$ cat src/rtl/memory_port_arbiter.sv
// memory_port_arbiter
// Shares the 16-bit processor's single memory port between the instruction
// fetch path (IF) and the load/store path (LS). It drives a fixed-latency
// memory and captures read data into RD_DATA.
//
// Each accepted access runs through three states:
//   IDLE -> ACCESS (MEM_LAT cycles) -> DONE (1 cycle) -> IDLE
// GNT pulses in the first ACCESS cycle. DONE pulses in the DONE state.
//
// Configuration macro: ARB_ROUND_ROBIN_EN
//   defined   : on a tie, the requester that did not win last time wins.
//               History resets to "LS last".
//   undefined : on a tie, LS always wins. No history register is built.
//
// MEM_LAT must be in 1..15 so that it fits the 4-bit access counter.

module memory_port_arbiter #(
  parameter int unsigned MEM_LAT = 2
) (
  input  logic        clk,
  input  logic        rst,
  // instruction fetch requester
  input  logic        IF_REQ,
  input  logic [15:0] IF_ADDR,
  output logic        IF_GNT,
  output logic        IF_DONE,
  // load/store requester
  input  logic        LS_REQ,
  input  logic        LS_WE,
  input  logic [15:0] LS_ADDR,
  input  logic [15:0] LS_WDATA,
  output logic        LS_GNT,
  output logic        LS_DONE,
  // memory port
  output logic        MEM_EN,
  output logic        MEM_WE,
  output logic [15:0] MEM_ADDR,
  output logic [15:0] MEM_WDATA,
  input  logic [15:0] MEM_RDATA,
  // held read result
  output logic [15:0] RD_DATA
);

  localparam logic [1:0] ST_IDLE   = 2'd0;
  localparam logic [1:0] ST_ACCESS = 2'd1;
  localparam logic [1:0] ST_DONE   = 2'd2;

  localparam logic [3:0] LAT_LOAD = 4'(MEM_LAT);

  // Bit positions of the per-requester pulse vectors.
  localparam int REQ_IF = 0;
  localparam int REQ_LS = 1;

  logic [1:0]  state_reg, state_next;
  logic [3:0]  cnt_reg, cnt_next;
  logic        owner_reg, owner_next;        // 1 = LS owns the current access
  logic        mem_en_reg, mem_en_next;
  logic        mem_we_reg, mem_we_next;      // doubles as the latched write flag
  logic [15:0] mem_addr_reg, mem_addr_next;
  logic [15:0] mem_wdata_reg, mem_wdata_next;
  logic [15:0] rd_data_reg, rd_data_next;
  logic [1:0]  gnt_reg, gnt_next;
  logic [1:0]  done_reg, done_next;

  logic        any_req;
  logic        pick_ls;

`ifdef ARB_ROUND_ROBIN_EN
  logic        last_ls_reg, last_ls_next;    // 1 = LS won the previous grant
`endif

  // Choose the winner among the pending requests (only acted on in IDLE).
  always_comb begin
    any_req = IF_REQ | LS_REQ;
`ifdef ARB_ROUND_ROBIN_EN
    if (IF_REQ && LS_REQ) begin
      pick_ls = ~last_ls_reg;
    end else begin
      pick_ls = LS_REQ;
    end
`else
    pick_ls = LS_REQ;
`endif
  end

`ifdef ARB_ROUND_ROBIN_EN
  // Remember which requester took the most recent grant.
  always_comb begin
    last_ls_next = last_ls_reg;
    if (state_reg == ST_IDLE && any_req) begin
      last_ls_next = pick_ls;
    end
  end

  // History register; after reset, LS counts as the last winner.
  always_ff @(posedge clk) begin
    if (rst) begin
      last_ls_reg <= 1'b1;
    end else begin
      last_ls_reg <= last_ls_next;
    end
  end
`endif

  // Sequencer: next state, the access counter, and every registered output.
  always_comb begin
    state_next     = state_reg;
    cnt_next       = cnt_reg;
    owner_next     = owner_reg;
    mem_en_next    = mem_en_reg;
    mem_we_next    = mem_we_reg;
    mem_addr_next  = mem_addr_reg;
    mem_wdata_next = mem_wdata_reg;
    rd_data_next   = rd_data_reg;
    gnt_next       = 2'b00;
    done_next      = 2'b00;

    case (state_reg)
      ST_IDLE: begin
        if (any_req) begin
          state_next    = ST_ACCESS;
          cnt_next      = LAT_LOAD;
          owner_next    = pick_ls;
          mem_en_next   = 1'b1;
          // A fetch is always a read.
          mem_we_next   = pick_ls & LS_WE;
          mem_addr_next = pick_ls ? LS_ADDR : IF_ADDR;
          // A fetch carries no write data, so the bus keeps its last value.
          if (pick_ls) begin
            mem_wdata_next = LS_WDATA;
          end
          gnt_next = pick_ls ? 2'b10 : 2'b01;
        end
      end

      ST_ACCESS: begin
        cnt_next = cnt_reg - 4'd1;
        if (cnt_reg == 4'd1) begin
          // Last ACCESS cycle: the memory data is valid now.
          state_next  = ST_DONE;
          mem_en_next = 1'b0;
          mem_we_next = 1'b0;
          if (!mem_we_reg) begin
            rd_data_next = MEM_RDATA;
          end
          done_next[owner_reg] = 1'b1;
        end
      end

      ST_DONE: begin
        // No arbitration here; a request still pending is taken from IDLE.
        state_next = ST_IDLE;
      end

      default: begin
        state_next  = ST_IDLE;
        mem_en_next = 1'b0;
        mem_we_next = 1'b0;
      end
    endcase
  end

  // Control registers: state, counter, and the owner of the access.
  always_ff @(posedge clk) begin
    if (rst) begin
      state_reg <= ST_IDLE;
      cnt_reg   <= 4'd0;
      owner_reg <= 1'b0;
    end else begin
      state_reg <= state_next;
      cnt_reg   <= cnt_next;
      owner_reg <= owner_next;
    end
  end

  // Memory-port and read-result registers; reset also clears the bus values.
  always_ff @(posedge clk) begin
    if (rst) begin
      mem_en_reg    <= 1'b0;
      mem_we_reg    <= 1'b0;
      mem_addr_reg  <= 16'h0000;
      mem_wdata_reg <= 16'h0000;
      rd_data_reg   <= 16'h0000;
    end else begin
      mem_en_reg    <= mem_en_next;
      mem_we_reg    <= mem_we_next;
      mem_addr_reg  <= mem_addr_next;
      mem_wdata_reg <= mem_wdata_next;
      rd_data_reg   <= rd_data_next;
    end
  end

  // Grant and done pulses; reset drops an in-flight access with no DONE.
  always_ff @(posedge clk) begin
    if (rst) begin
      gnt_reg  <= 2'b00;
      done_reg <= 2'b00;
    end else begin
      gnt_reg  <= gnt_next;
      done_reg <= done_next;
    end
  end

  assign IF_GNT    = gnt_reg[REQ_IF];
  assign LS_GNT    = gnt_reg[REQ_LS];
  assign IF_DONE   = done_reg[REQ_IF];
  assign LS_DONE   = done_reg[REQ_LS];
  assign MEM_EN    = mem_en_reg;
  assign MEM_WE    = mem_we_reg;
  assign MEM_ADDR  = mem_addr_reg;
  assign MEM_WDATA = mem_wdata_reg;
  assign RD_DATA   = rd_data_reg;

endmodule

$ cat config.mk
export PLATFORM = sky130hd
export DESIGN_NAME = memory_port_arbiter
export DESIGN_NICKNAME = d
export VERILOG_FILES = /design/src/rtl/memory_port_arbiter.sv
export SDC_FILE = /design/constraint.sdc
export NUM_CORES = 1
export LEC_CHECK = 0
export ABC_AREA = 1
export CAP_MARGIN = 25
export CORE_MARGIN = 10
export CORE_UTILIZATION = 35
export CTS_CLUSTER_DIAMETER = 50
export CTS_CLUSTER_SIZE = 14
export DETAILED_ROUTE_END_ITERATION = 10
export PLACE_DENSITY = 0.76
export RECOVER_POWER = 50
export SLEW_MARGIN = 5
export SYNTH_ARGS = -nofsm -noshare
export SYNTH_HDL_FRONTEND = slang
export SYNTH_SLANG_ARGS = --single-unit
$ cat constraint.sdc
create_clock -name clk -period 3.79 [get_ports clk]
set_input_delay 0.9475 -clock clk [delete_from_list [all_inputs] [get_ports clk]]
set_output_delay 0.9475 -clock clk [all_outputs]
set_load 0.01 [all_outputs]
Word level (Yosys, flattened, before mapping)
Index checks and enable logic that the tools add are counted.

Eq/ne operators: 5. Order comparisons: 2. Muxes and demuxes: 14. Add/sub/neg operators: 1. Reduce and logical (&&, ||, !) cells: 11. Bitwise operators: 8.

Operator list (count): $mux 16 (1); $reduce_and 3->1 (3); $pmux 4 s2 (1); $mux 2 (3); $not 1->1 (6); $pmux 1 s3 (2); $reduce_and 2->1 (3); $reduce_or 3->1 (2); $eq 4x1->1 const B (1); $mux 1 (4); $mux 4 (1); $ne 2x2->1 const B (2); $pmux 2 s2 (1); $sub 4x1->4 const B (1); $eq 2x1->1 const B (1); $eq 2x2->1 const B (1); $logic_not 2->1 (1); $lt 1x2->1 const B (1); $reduce_bool 2->1 (1); $and 1x1->1 (1); $demux 1 s1 (1); $ge 1x1->1 const B (1); $logic_and 1x1->1 (1); $or 1x1->1 (1).

Bits in registers: 61. Output and inout port bits: 54. Logic and storage cells: 51. Input port bits: 69.

Longest topological paths before layout
Gate-level depths: netlist of run 1.

Depth in word-level cells: 4. Gate-level depth with buffers: 9. Mapped depth without buffers: 8.

Least setup slack after synthesis of run 1
Ideal clock, no wire load.

Path type: input-to-reg. From: input port LS_REQ. To: register mem_wdata_reg[10], in the netlist MEM_WDATA[10]. Stages on the path: 7. Data required time: 3674 ps. Buffers on the path: 2. Setup slack: 2063 ps. Arrival time: 1611 ps. Library setup time: 116 ps. Path through: buf_4 inv_4 nor2_8 inv_4 buf_6 nor2_1 nor2_1.

Longest elaborated chain between the ends: 2.

RTL lines: start: declaration (RTL line 28) `input logic LS_REQ,`; $or 1x1->1 (RTL line 74) `any_req = IF_REQ | LS_REQ;`; $reduce_and 3->1 (no line) *; end signal: assignment (RTL line 188) `mem_wdata_reg <= mem_wdata_next;`; end: declaration (RTL line 60) `logic [15:0] mem_wdata_reg, mem_wdata_next;`.

Mark *: on every way between the ends. The rest lies on a longest branch, timed or not. A chain may end at the register's enable or synchronous reset.

Final worst setup path of run 1
From: input port LS_REQ. To: register mem_addr_reg[9], in the netlist MEM_ADDR[9].

Longest elaborated chain between the ends: 2. Elaborated cells between the ends (all ways): 3. Classes of those cells: 1 x mux; 1 x bitwise; 1 x reduce/logical.

RTL lines: $or 1x1->1 (RTL line 74); $reduce_and 2->1 (no line); end signal: assignment (RTL line 187) `mem_addr_reg <= mem_addr_next;`; end: declaration (RTL line 59) `logic [15:0] mem_addr_reg, mem_addr_next;`.

Parallel ways exist; a longest one is shown, timed or not.

==> run metrics, run 1 <==
DP HPWL 5710 um; Post-Synthesis Cells 335; worst reg2reg path startpoint state_reg[0]$_SDFFE_PP0P_; aggregate negative setup slack 0 ns; WL final 7294 um; crit path capture MEM_ADDR[9]$_SDFFE_PP0P_; outcome completed; cell accounting for the most synthesized area sky130_fd_sc_hd__dfxtp_1; Final Hold Violating Endpoints 0; sw frac 26.42%; routability cong. 0.7415; number of routed nets with antenna violations 0; setup skew after layout 0.001566 ns; mean number of vias per cell 4.417; antenna violations before repair 0; Multi-input gate area 1044 um^2; vias 2456; count of hold-fix buffers inserted at cts 0; reported leakage power 1.724 nW; final critical-path setup slack 0.9490 ns; antenna diode count 0; share of the clock period used by the worst path 74.96%; sequential share of power 45.3%; most common library cell in the layout ignoring fill and taps sky130_fd_sc_hd__nor2_1; highest clock frequency the design can meet 352.0 MHz; fraction of synthesized cell area taken by the top area cell type 50.05%; Critical Path Sink Type flip-flop; Synth Area per Inst 7.283 um^2; largest driver fanout on the critical path 20; required time at the worst-slack endpoint 4.05 ns; Seq. cell area 1221 um^2; number of warnings issued by yosys 0; TritonCTS clock tree done; total nets after synthesis 406; sort of element at the start of the critical path input pin; final setup fails 0; worst rel slew slack 28.26%; number of nets in the finished design 528; number of library cell types mapped by synthesis 24; Seq cells post-synth 61; vias in the first global route 2388; post-placement cell area 3714 um^2; H-tree depth 3; shortest period the worst path allows 2.841 ns; clock root buffer sky130_fd_sc_hd__clkbuf_8; source of the critical timing path LS_REQ; Top Ports 123; global router's overall resource usage 13.89%; Int Pwr 1.180 mW; fraction of final layout cells sized beyond drive strength 1 5.652%; DRC violations left 0; total of max-cap violations 0; net load switching power 423.6 uW; die area 10710 um^2; Max clock buf depth 2; classification of the worst setup path input pin to flip-flop; reg-to-reg setup timing slack 2.36 ns; worst skew pair latency 0.33 ns; starting DRC count in detailed routing 62; core utilization of the finished layout 57.20%; pin count of the biggest net entering global routing 29; initial cell density of the core 35.91%; unrepaired setup endpoints after global routing no; number of placement rows 30; Layout area overhead 59.28%; average wire per standard cell 13.12 um; worst min-delay path category flip-flop to flip-flop; Worst Path Arrival 3.10 ns; netlist area before placement 2440 um^2; core footprint 6794 um^2; most area-consuming cells after synthesis sky130_fd_sc_hd__dfxtp_1 (50%), sky130_fd_sc_hd__nor2_1 (16%), sky130_fd_sc_hd__nand2_1 (9.8%), sky130_fd_sc_hd__o21ai_0 (9.4%), sky130_fd_sc_hd__inv_1 (1.8%); total of cells resized after clock tree synthesis 0; count of cells along the worst register-to-register path 6; number of fill cells 645; Worst-path clk slew 0.06 ns; Die Span Y 103.5 um; input/output buffers 122; CTS Sinks 61; first-pass detailed-route iteration total 4; top library cells by usage in the layout, fill and taps aside sky130_fd_sc_hd__nor2_1 (105), sky130_fd_sc_hd__clkdlybuf4s50_1 (94), sky130_fd_sc_hd__nand2_1 (64); Logic pwr share 21.7%; Die X-Extent 103.5 um; cts bufs inserted 9; total non-filler cell area in the finished layout 3886 um^2; sequential share of the synthesized area 50.05%; total setup buffers inserted after CTS 0; Power per Cell Area 412.6 nW/um^2; Pins Over Slew Limit 0; Setup Slack @ Placement 1.080 ns; portion of total power attributed to the clock network 33.0%; actual transition at the worst max-transition pin 1.076 ns; residual overflow from global routing 0; Worst R2R End MEM_ADDR[0]$_SDFFE_PP0P_; highest ir drop seen on vdd 313.1 uV; global-route wire length before repair 11540 um
-- worst min-delay path by stage --
| stage | slack, ns | start | endpoint | cells past startpoint |
|---|---|---|---|---|
| after CTS | 0.47 | owner_reg$_SDFFE_PP0P_ | done_reg[1]$_SDFF_PP0_ | 2 |
| after global placement | 0.46 | RD_DATA[7]$_SDFFE_PP0P_ | RD_DATA[7]$_SDFFE_PP0P_ | 2 |
| after detailed placement | 0.46 | owner_reg$_SDFFE_PP0P_ | done_reg[1]$_SDFF_PP0_ | 2 |
| final | 0.47 | owner_reg$_SDFFE_PP0P_ | done_reg[1]$_SDFF_PP0_ | 2 |
| after global routing | 0.50 | RD_DATA[0]$_SDFFE_PP0P_ | RD_DATA[0]$_SDFFE_PP0P_ | 2 |
| after floorplan | 0.41 | owner_reg$_SDFFE_PP0P_ | done_reg[0]$_SDFF_PP0_ | 1 |
-- metrics by stage --
| stage | std cells | total power, mW | hold WS, ns |
|---|---|---|---|
| after floorplan | 335 | 0.9065 | 0.4132 |
| after global placement | 542 | 1.094 | 0.4632 |
| after detailed placement | 542 | 1.102 | 0.4639 |
| after CTS | 556 | 1.642 | 0.4742 |
| after global routing | 556 | 1.700 | 0.5020 |
| final | 556 | 1.604 | 0.4729 |
-- kinds of logic (layout without fill, tap and decap cells) --
| kind of cell | Yosys count | after routing | share of synthesized area [%] |
|---|---|---|---|
| flops | 61 | 61 | 50.05 |
| buf+inv | 33 | 158 | 7.179 |
| fa+ha+maj | 2 | 2 | 1.025 |
| compound gates | 57 | 57 | 11.85 |
| simple gates | 182 | 182 | 29.90 |
-- power groups by stage --
stage	clock network, mW	logic (mW)	registers [mW]
floorplan	0	0.146	0.760
global placement	0	0.355	0.739
detailed placement	0	0.361	0.741
CTS	0.552	0.363	0.727
global route	0.576	0.390	0.733
finish	0.529	0.348	0.726
-- cells in the mapped netlist, drive strengths merged --
cell    number
nor2       108
nand2       66
dfxtp       61
o21ai       52
inv         17
buf          9
nand3        8
clkbuf       6
a21oi        5
ha           2
clkinv       1
-- layout make-up --
cell class | count | share of cell area [%]
inverter | 18 | 1.996
tap | 96 | 3.091
multi-input combinational | 241 | 26.85
clock inverter | 1 | 0.1288
clock buffer | 13 | 4.604
sequential | 61 | 31.42
timing repair buffer | 126 | 31.91
-- worst max-delay path, stage by stage --
cell                              delay [ns]
sky130_fd_sc_hd__clkdlybuf4s50_1        0.45
sky130_fd_sc_hd__clkbuf_1               0.63
sky130_fd_sc_hd__o21ai_1                0.38
sky130_fd_sc_hd__buf_4                  0.28
sky130_fd_sc_hd__inv_2                  0.22
sky130_fd_sc_hd__nor2_1                 0.07
sky130_fd_sc_hd__nor2_1                 0.12
-- layer usage --
metal  up-vias  share of wire (%)  track usage (%)  routed length [um]
met5         -                  0                0                   0
met4         0                1.3            5.241                  95
met3         7                7.7            6.113                 565
met2        69                 50            23.83                3643
met1      1087                 41            14.72                2990
li1       1293                  -                -                   -
Power figures use the tool's default switching activity.
==> run 2, diff against run 1 <==
- PLACE_DENSITY: 0.76 -> 0.78
- clock period: 3.79 -> 2.4 ns (I/O delays scaled with it)
==> run metrics, run 2 (synthesis gave the netlist of run 1 again) <==
highest ir drop seen on vdd 424.1 uV; Int Pwr 2.042 mW; final setup fails 0; outcome completed; first-pass detailed-route iteration total 4; total of max-cap violations 0; count of hold-fix buffers inserted at cts 0; number of nets in the finished design 529; clock root buffer sky130_fd_sc_hd__clkbuf_8; cts bufs inserted 9; classification of the worst setup path input pin to flip-flop; CP delay by family, top buffers and inverters; WL final 7331 um; aggregate negative setup slack 0 ns; global-route wire length before repair 11630 um; share of the clock period used by the worst path 84.56%; Pins Over Slew Limit 0; buffers plus inverters on the worst setup path 2; Critical Path Sink Type flip-flop; crit-path cells dlygate4sd3_1, clkbuf_1, o21ai_0, nand2_1, nand2_1, nand2_1, nand2_1, nor2_1; Logic pwr share 20.3%; average wire per standard cell 13.11 um; largest driver fanout on the critical path 8; reg-to-reg setup timing slack 0.93 ns; input/output buffers 122; portion of total power attributed to the clock network 38.1%; count of cells along the worst register-to-register path 6; reported leakage power 1.702 nW; residual overflow from global routing 0; final non-filler cell total 559; core utilization of the finished layout 58.07%; CTS Sinks 61; Max stage delay cell, worst path sky130_fd_sc_hd__dlygate4sd3_1; fraction of final layout cells sized beyond drive strength 1 6.263%; total setup buffers inserted after CTS 0; initial cell density of the core 35.91%; path length in cells of the critical path 8; antenna violations before repair 0; Worst R2R End MEM_WDATA[3]$_SDFFE_PP0P_; unrepaired setup endpoints after global routing no; Top Ports 123; starting DRC count in detailed routing 109; setup skew after layout 0.008093 ns; TritonCTS clock tree done; sequential share of power 41.6%; Die X-Extent 103.5 um; antenna diode count 0; top library cells by usage in the layout, fill and taps aside sky130_fd_sc_hd__clkdlybuf4s50_1 (113), sky130_fd_sc_hd__nor2_1 (105), sky130_fd_sc_hd__nand2_1 (64); placed insts 543; die area 10710 um^2; mean number of vias per cell 4.315; worst rel slew slack 61.90%; Worst Path Arrival 2.25 ns; DRC violations left 0; slowest cell delay on critical path 0.61 ns; worst min-delay path category flip-flop to flip-flop; Power per Cell Area 697.1 nW/um^2; Final Hold Violating Endpoints 0; Layout area overhead 61.69%; crit path capture MEM_WE$_SDFFE_PP0P_; sort of element at the start of the critical path input pin; Design Power 2.750 mW; required time at the worst-slack endpoint 2.62 ns; vias in the first global route 2406; most common library cell in the layout ignoring fill and taps sky130_fd_sc_hd__clkdlybuf4s50_1; sw frac 25.74%; number of fill cells 657; total of cells resized after clock tree synthesis 0; source of the critical timing path LS_REQ; actual transition at the worst max-transition pin 0.5708 ns; routability cong. 0.7996; DP HPWL 5623 um; worst reg2reg path startpoint state_reg[0]$_SDFFE_PP0P_; core footprint 6794 um^2; worst skew pair latency 0.33 ns; number of placement rows 30; net load switching power 708.0 uW; shortest period the worst path allows 2.029 ns; most numerous cell on the critical path sky130_fd_sc_hd__nand2_1; vias 2412; H-tree depth 3; number of routed nets with antenna violations 0; pin count of the biggest net entering global routing 33; Max clock buf depth 2; highest clock frequency the design can meet 492.8 MHz; global router's overall resource usage 13.91%; Worst-path clk slew 0.07 ns; Die Span Y 103.5 um
## run 2: stage by stage
step	setup slack [ns]	hold slack (ns)	area, um^2
3_5_place_dp	0.3473	0.4514	3721
4_1_cts	0.4690	0.4606	3954
3_3_place_gp	0.3721	0.4562	3721
5_1_grt	0.2349	0.4872	3945
6_report	0.3706	0.4648	3945
2_1_floorplan	1.020	0.4132	2440
## run 2: worst min-delay path by stage
stage	start	to	slack (ns)	depth (start not counted)
2_1_floorplan	owner_reg$_SDFFE_PP0P_	done_reg[0]$_SDFF_PP0_	0.41	1
3_3_place_gp	owner_reg$_SDFFE_PP0P_	done_reg[1]$_SDFF_PP0_	0.46	2
3_5_place_dp	owner_reg$_SDFFE_PP0P_	done_reg[1]$_SDFF_PP0_	0.45	2
4_1_cts	owner_reg$_SDFFE_PP0P_	done_reg[1]$_SDFF_PP0_	0.46	2
5_1_grt	owner_reg$_SDFFE_PP0P_	done_reg[1]$_SDFF_PP0_	0.49	2
6_report	owner_reg$_SDFFE_PP0P_	done_reg[1]$_SDFF_PP0_	0.46	2
## run 2: cell type report
type,instances,area (um^2),share of cell area [%]
sequential,61,1221,30.95
tap,96,120.1,3.045
inverter,18,75.07,1.903
timing repair buffer,127,1252,31.75
clock inverter,5,81.33,2.062
multi-input combinational,241,1044,26.45
clock buffer,11,151.4,3.838
## run 2: routing by layer
metal  part of all wire [%]  vias up  track usage (%)  wire length (um)
met5                      0        -                0                 0
met4                    1.4        0            6.952               106
met3                    7.4        6            4.850               542
met2                     52       59            24.56              3805
met1                     39     1055            14.31              2878
li1                       -     1292                -                 -
## run 2: power groups by stage
stage	clock network (mW)	logic (mW)	registers [mW]
3_5_place_dp	0	0.572	1.17
5_1_grt	1.12	0.624	1.16
3_3_place_gp	0	0.563	1.16
4_1_cts	1.07	0.574	1.15
6_report	1.05	0.558	1.15
2_1_floorplan	0	0.231	1.20
## run 2: tightest hold or removal path, stage by stage (launching register included)
cell	delay, ns
sky130_fd_sc_hd__dfxtp_1	0.33
sky130_fd_sc_hd__inv_1	0.05
sky130_fd_sc_hd__nor2_1	0.04
==> run 3, diff against run 2 <==
- PLACE_DENSITY: 0.78 -> 0.76
- clock period: 2.4 -> 2.1 ns (I/O delays scaled with it)
==> run metrics, run 3 (synthesis gave the netlist of run 1 again) <==
crit-path cells dlygate4sd3_1, o21ai_1, inv_1, nor2_1, nor2_1; outcome completed; highest clock frequency the design can meet 540.6 MHz; residual overflow from global routing 0; final non-filler cell total 559; number of placement rows 30; actual transition at the worst max-transition pin 0.6836 ns; Seq. cell area 1221 um^2; Top Ports 123; reported leakage power 1.681 nW; H-tree depth 3; CTS Sinks 61; largest driver fanout on the critical path 17; placed insts 545; sort of element at the start of the critical path input pin; global router's overall resource usage 13.99%; classification of the worst setup path input pin to flip-flop; mean number of vias per cell 4.422; number of routed nets with antenna violations 0; final critical-path setup slack 0.2503 ns; number of nets in the finished design 531; routability cong. 0.7584; source of the critical timing path LS_REQ; Die Span Y 103.5 um; total of max-cap violations 0; Critical Path Sink Type flip-flop; die area 10710 um^2; Worst Path Arrival 2.07 ns; DRC violations left 0; count of hold-fix buffers inserted at cts 0; aggregate negative setup slack 0 ns; worst reg2reg path startpoint state_reg[0]$_SDFFE_PP0P_; average wire per standard cell 13.20 um; vias 2472; Power per Cell Area 763.6 nW/um^2; Layout area overhead 61.18%; final setup fails 0; first-pass detailed-route iteration total 4; top library cells by usage in the layout, fill and taps aside sky130_fd_sc_hd__clkdlybuf4s50_1 (120), sky130_fd_sc_hd__nor2_1 (105), sky130_fd_sc_hd__nand2_1 (64); shortest period the worst path allows 1.850 ns; Worst R2R End MEM_ADDR[4]$_SDFFE_PP0P_; vias in the first global route 2515; Max clock buf depth 2; starting DRC count in detailed routing 53; unrepaired setup endpoints after global routing no; total of cells resized after clock tree synthesis 0; crit path capture MEM_ADDR[4]$_SDFFE_PP0P_; Die X-Extent 103.5 um; highest ir drop seen on vdd 302.5 uV; Pins Over Slew Limit 0; slowest cell delay on critical path 0.61 ns; antenna violations before repair 0; Max stage delay cell, worst path sky130_fd_sc_hd__dlygate4sd3_1; Setup Slack @ Placement 0.1144 ns; input/output buffers 122; Worst-path clk slew 0.07 ns; share of the clock period used by the worst path 88.08%; most numerous cell on the critical path sky130_fd_sc_hd__nor2_1; global-route wire length before repair 11750 um; worst min-delay path category flip-flop to flip-flop; antenna diode count 0; buffers plus inverters on the worst setup path 2; required time at the worst-slack endpoint 2.32 ns; count of cells along the worst register-to-register path 5; total setup buffers inserted after CTS 0; fraction of final layout cells sized beyond drive strength 1 6.479%; worst rel slew slack 54.43%; pin count of the biggest net entering global routing 41; DP HPWL 5678 um; number of fill cells 677; WL final 7379 um; cts bufs inserted 9; setup skew after layout 0.009500 ns; reg-to-reg setup timing slack 0.78 ns; most common library cell in the layout ignoring fill and taps sky130_fd_sc_hd__clkdlybuf4s50_1; path length in cells of the critical path 5; post-placement cell area 3736 um^2; total non-filler cell area in the finished layout 3933 um^2; initial cell density of the core 35.91%; Final Hold Violating Endpoints 0; CP delay by family, top buffers and inverters; worst skew pair latency 0.32 ns; Multi-input gate area 1044 um^2; TritonCTS clock tree done; clock root buffer sky130_fd_sc_hd__clkbuf_8; core footprint 6794 um^2
## run 3: changes by cell type in the layout (fill, tap and decap cells not counted), moves of 3 or more
cell / previous run / this run
sky130_fd_sc_hd__buf_4: 3 / 6
sky130_fd_sc_hd__clkdlybuf4s50_1: 113 / 120
sky130_fd_sc_hd__dlygate4sd3_1: 9 / 2
sky130_fd_sc_hd__o21ai_0: 47 / 50
sky130_fd_sc_hd__o21ai_1: 5 / 2
## run 3: final cells by class
type / count / share of cell area (%)
clock buffers: 13 / 4.295
clock inverters: 1 / 0.7636
inverters: 18 / 1.973
multi-input cells: 241 / 26.54
flip-flops and latches: 61 / 31.05
well taps: 96 / 3.054
repair buffers: 129 / 32.33
## run 3: worst min-delay path by stage
| stage | from | end | depth (start not counted) |
|---|---|---|---|
| 2_1_floorplan | owner_reg$_SDFFE_PP0P_ | done_reg[0]$_SDFF_PP0_ | 1 |
| 3_3_place_gp | owner_reg$_SDFFE_PP0P_ | done_reg[0]$_SDFF_PP0_ | 1 |
| 3_5_place_dp | owner_reg$_SDFFE_PP0P_ | done_reg[0]$_SDFF_PP0_ | 1 |
| 4_1_cts | owner_reg$_SDFFE_PP0P_ | done_reg[1]$_SDFF_PP0_ | 2 |
| 5_1_grt | owner_reg$_SDFFE_PP0P_ | done_reg[0]$_SDFF_PP0_ | 1 |
| 6_report | owner_reg$_SDFFE_PP0P_ | done_reg[1]$_SDFF_PP0_ | 2 |
## run 3: layer usage
layer	track usage (%)	part of all wire, %	wire, um	vias up
met4	7.166	2.1	154	0
met3	4.585	7.3	535	11
met5	0	0	0	-
met2	24.46	49	3620	65
li1	-	-	-	1294
met1	14.69	42	3068	1102
## run 3: where the power goes
part	leakage, nW	total, mW	internal, mW	switching [mW]
logic	1.08	0.649	0.351	0.298
clock network	0.102	1.04	0.633	0.409
registers	0.502	1.31	1.26	0.0548
total	1.68	3.00	2.24	0.762
## run 3: worst min-delay path, delay by kind of cell (launching register included)
family / cells / cell delay, ns
buf+inv: 1 / 0.06
flops: 1 / 0.34
simple gates: 1 / 0.04
## run 3: per-stage QoR
| step | util, % | hold WS, ns | power (mW) |
|---|---|---|---|
| floorplan | - | 0.4132 | 1.636 |
| global placement | 54.99 | 0.4549 | 1.982 |
| detailed placement | 54.99 | 0.4582 | 1.997 |
| CTS | 57.92 | 0.4773 | 3.046 |
| global route | 57.88 | 0.4950 | 3.175 |
| finish | 57.88 | 0.4789 | 3.003 |
==> edit 1: new RTL, config.mk and constraints of run 2 <==
Add a define of `ARB_ROUND_ROBIN_EN`.
--- a/src/rtl/memory_port_arbiter.sv
+++ b/src/rtl/memory_port_arbiter.sv
@@ -13,6 +13,8 @@
 //   undefined : on a tie, LS always wins. No history register is built.
 //
 // MEM_LAT must be in 1..15 so that it fits the 4-bit access counter.
+
+`define ARB_ROUND_ROBIN_EN
 
 module memory_port_arbiter #(
   parameter int unsigned MEM_LAT = 2
Function: changed (a bounded check fails within 4 cycles, from zero or initial values and one cycle with rst high).
==> edit 1 against run 2 <==
Design area rose by 4.1%. Synthesized area rose by 7.4%. Setup slack got worse by 27 ps. Register-to-register slack got worse by 430 ps. Critical endpoint is now cnt_reg[0]$_SDFFE_PP0P_. Highest routed layer unchanged. Hold slack got worse by 17 ps. Sequential cell count rose by 1. Wire length rose by 3.1%. Synthesized cell count rose by 15%. Total power rose by 12%. Non-clock buffer count did not move.
==> edit 1: results (changes against run 2) <==
Outcome = finished, final reports clean
Diode count = 0 (unchanged)
Final RePlAce weighted congestion = 0.7529 (-5.8%)
Post-CTS sizing = 0 (unchanged)
DRT Pass-1 Iters = 4 (unchanged)
Ys flop type = dfxtp_1
Nets = 577 (+9.1%)
Worst EP arrival = 2330 ps (+80 ps)
Synthesized net count = 455 (+12%)
Total global-route track usage = 13.71% (-0.20 points)
Leak Pwr = 1.928 nW (+13%)
Port Buf Inserts = 122 (unchanged)
First-pass GRT wire length = 12,610 um (+8.4%)
Final WL = 7556 um (+3.1%)
Largest net degree at the start of global routing = 35 (+6.1%)
H-tree depth = 3 (unchanged)
Worst-Margin Slew = 891.1 ps (+320.3 ps)
Setup WS pre-CTS = 247.9 ps (-99.34 ps)
Synth unique cells = 23 (-4.2%)
Register area share after synthesis = 47.35% (-2.7 points)
Min-delay worst type = reg2reg
Met2 WL = 3670 um (-3.5%)
Wl on met1 = 3027 um (+5.2%)
Clock latency on the worst-skew pair = 340 ps
Fraction of layout cells with a size suffix above 1 = 6.078% (-0.19 points)
Setup bufs post-CTS = 0 (unchanged)
Most common library cells after synthesis = nand2_1, nor2_1, dfxtp_1
Synth top area cells = dfxtp_1, nand2_1, nor2_1
Clock Skew = 7.554 ps (-0.5385 ps)
Clock Tree Root = clkbuf_8
Initial DRC Count = 107 (-1.8%)
Vias post-DR = 2,605 (+8.0%)
DP HPWL = 5866 um (+4.3%)
Crit Path Max Fanout = 21 (+13)
Clock Path Buffers = 2 (unchanged)
Met3 WL = 772 um (+42%)
Worst VDD drop = 0.3863 mV (-8.9%)
Top Layer Used = met4
Psw = 0.8727 mW (+23%)
Placement Cell Area = 3902 sq um (+4.9%)
==> edit 1: cell types whose count changed after synthesis, sizes merged <==
cell,change
a21oi,-1
nand4,+1
o22ai,+1
clkbuf,-2
buf,+3
inv,+29
clkinv,-1
nor2,-20
nor3,+2
o21ai,-34
nand2,+70
dfxtp,+1
==> edit 1: cell families (layout without fill, tap and decap cells) <==
group,after synthesis,after routing,share of synthesized area [%]
simple gates,235,235,36.37
flops,62,62,47.35
buf+inv,62,188,10.45
compound gates,23,23,4.869
fa+ha+maj,2,2,0.9545
==> edit 1: final cells by class <==
type / instances / area (sq um)
fill: 712 / 3148
timing repair buffer: 127 / 1255
clock inverter: 4 / 70.07
sequential: 62 / 1241
inverter: 46 / 172.7
tap: 99 / 123.9
multi-input combinational: 260 / 1091
clock buffer: 11 / 151.4
==> edit 1: worst paths after layout <==
kind / slack, ps / endpoint / depth (start not counted) / from
worst max-delay path: 340 / cnt_reg[0]$_SDFFE_PP0P_ / 6 / rst
worst max register to register: 500 / RD_DATA[2]$_SDFFE_PP0P_ / 7 / state_reg[0]$_SDFFE_PP0P_
worst min-delay path: 450 / MEM_WDATA[3]$_SDFFE_PP0P_ / 2 / MEM_WDATA[3]$_SDFFE_PP0P_
worst min register to register: 450 / MEM_WDATA[3]$_SDFFE_PP0P_ / 2 / MEM_WDATA[3]$_SDFFE_PP0P_
==> edit 1: power by group through the flow <==
| stage | Combinational, mW | Clock [mW] | Sequential [mW] |
|---|---|---|---|
| 4_1_cts | 0.855 | 1.05 | 1.24 |
| 2_1_floorplan | 0.402 | 0 | 1.30 |
| 5_1_grt | 0.938 | 1.08 | 1.25 |
| 6_report | 0.822 | 1.02 | 1.23 |
| 3_5_place_dp | 0.851 | 0 | 1.26 |
| 3_3_place_gp | 0.833 | 0 | 1.25 |
==> edit 1: stage by stage <==
stage / utilization [%] / hold slack [ps] / cells
global placement: 53.80 / 412.9 / 594
CTS: 56.86 / 452.7 / 609
finish: 56.60 / 447.7 / 609
floorplan: - / 401.7 / 384
detailed placement: 53.80 / 437.7 / 594
global route: 56.60 / 468.5 / 609
==> edit 1: critical path, cell delays in order <==
cell             delay [ps]
clkdlybuf4s50_1         420
inv_1                    60
buf_4                   200
clkbuf_1                700
o21ai_0                 190
a21oi_1                 160
==> edit 1: metal layers <==
layer | track usage, % | vias up
li1 | - | 1377
met1 | 13.94 | 1140
met2 | 23.14 | 81
met3 | 8.273 | 7
met4 | 4.062 | 0
met5 | 0 | -
==> edit 2: new RTL, flow settings as in run 2 <==
Made on the original files. Take the reset off `mem_addr_reg` and load it in a clocked block of its own.
--- a/src/rtl/memory_port_arbiter.sv
+++ b/src/rtl/memory_port_arbiter.sv
@@ -178,16 +178,18 @@
     if (rst) begin
       mem_en_reg    <= 1'b0;
       mem_we_reg    <= 1'b0;
-      mem_addr_reg  <= 16'h0000;
       mem_wdata_reg <= 16'h0000;
       rd_data_reg   <= 16'h0000;
     end else begin
       mem_en_reg    <= mem_en_next;
       mem_we_reg    <= mem_we_next;
-      mem_addr_reg  <= mem_addr_next;
       mem_wdata_reg <= mem_wdata_next;
       rd_data_reg   <= rd_data_next;
     end
+  end
+
+  always_ff @(posedge clk) begin
+    mem_addr_reg <= mem_addr_next;
   end
 
   // Grant and done pulses; reset drops an in-flight access with no DONE.
Formal check against the unedited RTL: not equivalent (Yosys sat finds a counterexample within 4 cycles, from zero or initial values and one cycle with rst high).
==> edit 2 against run 2 <==
Clock power shrank 24%. Sequential cell count unchanged. Synthesized area fell by 1.8%. Cell count shrank 12%. Die area down 1.4%. Clock skew decreased by 1.6 ps. First-iteration DRC count fell by 51%. Design area down 3.9%. Wire length down 7.1%. Total power is 9.5% lower. Setup slack worse by 21 ps. Largest power group unchanged.
==> edit 2: results (changes against run 2) <==
H-tree depth = 3 (unchanged)
Clk. pwr = 0.794 mW (-24%)
Clock Path Buffers = 2 (unchanged)
M3 GR Usage = 4.155% (-0.70 points)
Placed Cells = 476 (-12%)
Setup WS pre-CTS = 239.5 ps (-107.8 ps)
Total Power = 2.488 mW (-9.5%)
First-pass GRT wire length = 10,350 um (-11%)
Internal reg-to-reg setup slack = 850 ps (-80 ps)
Compound-Gate Fraction of Synth Area = 8.930% (-2.9 points)
Synth top area cells = dfxtp_1, edfxtp_1, nor2_1
EDFF count, synth = 16 (+16)
Leak Pwr = 1.565 nW (-8.0%)
DP HPWL = 5219 um (-7.2%)
Met3 WL = 500 um (-7.7%)
Worst rel slew slack = 34.50% (-27 points)
Synth unique cells = 25 (+4.2%)
Clock Skew = 6.475 ps (-1.617 ps)
Clock latency on the worst-skew pair = 320 ps
Placement Cell Area = 3626 sq um (-2.6%)
Fraction of layout cells with a size suffix above 1 = 5.583% (-0.68 points)
# DRC = 0 (unchanged)
Fin cells = 492 (-12%)
Global-route track usage on met1 = 12.99% (-1.3 points)
Wl on met1 = 2734 um (-5.0%)
Max Fclk = 487.6 MHz (-1.0%)
Max cap viols = 0 (unchanged)
Outcome = finished, final reports clean
Met2 Usage GRT = 22.62% (-1.9 points)
Seq power = 1.19 mW (+3%)
Worst VDD drop = 0.3282 mV (-23%)
Met2 WL = 3488 um (-8.3%)
Setup bufs post-CTS = 0 (unchanged)
Initial DRC Count = 53 (-51%)
CP Class = in2reg
Vias in the first global route = 2,134 (-11%)
Post-Synthesis Cells = 284 (-15%)
FF-to-FF path depth = 5 (-1)
Reg2reg end = MEM_WDATA[15]$_SDFFE_PP0P_
Total global-route track usage = 12.67% (-1.2 points)
Psw = 0.6263 mW (-12%)
Post-CTS sizing = 0 (unchanged)
Antenna violations before repair = 0 (unchanged)
Register area share after synthesis = 57.65% (+7.6 points)
Synthesized net count = 355 (-13%)
Worst Setup SP = LS_REQ
Crit Path Max Fanout = 20 (+12)
Final WL = 6810 um (-7.1%)
Most common library cells after synthesis = nor2_1, nand2_1, dfxtp_1
Vias/cell = 4.404 (+2.1%)
Most frequent cell after synthesis = nor2_1
Largest net degree at the start of global routing = 39 (+18%)
Yosys warns = 0 (unchanged)
Diode count = 0 (unchanged)
Worst EP arrival = 2270 ps (+20 ps)
Final RePlAce weighted congestion = 0.7182 (-10%)
Post-Synth Adder-Cell Area = 1.044% (+0.019 points)
## edit 2: area by class of cell
class / count / area [sq um]
inverters: 20 / 85.08
multi-input cells: 191 / 817.0
well taps: 80 / 100.1
fillers: 623 / 2928
repair buffers: 124 / 1236
clock inverters: 1 / 5.005
flip-flops and latches: 61 / 1381
clock buffers: 15 / 166.4
## edit 2: how the worst min path moves through the flow
stage | endpoint | slack [ps] | cells past startpoint
2_1_floorplan | done_reg[0]$_SDFF_PP0_ | 410 | 1
3_3_place_gp | done_reg[0]$_SDFF_PP0_ | 430 | 1
3_5_place_dp | done_reg[1]$_SDFF_PP0_ | 440 | 2
4_1_cts | done_reg[0]$_SDFF_PP0_ | 450 | 1
5_1_grt | done_reg[0]$_SDFF_PP0_ | 470 | 1
6_report | done_reg[0]$_SDFF_PP0_ | 450 | 1
## edit 2: critical path, cell delays in order
cell and delay (ps):
dlygate4sd3_1 610, nand2_1 550, clkinv_4 270, nor2_1 160, nor2_1 60
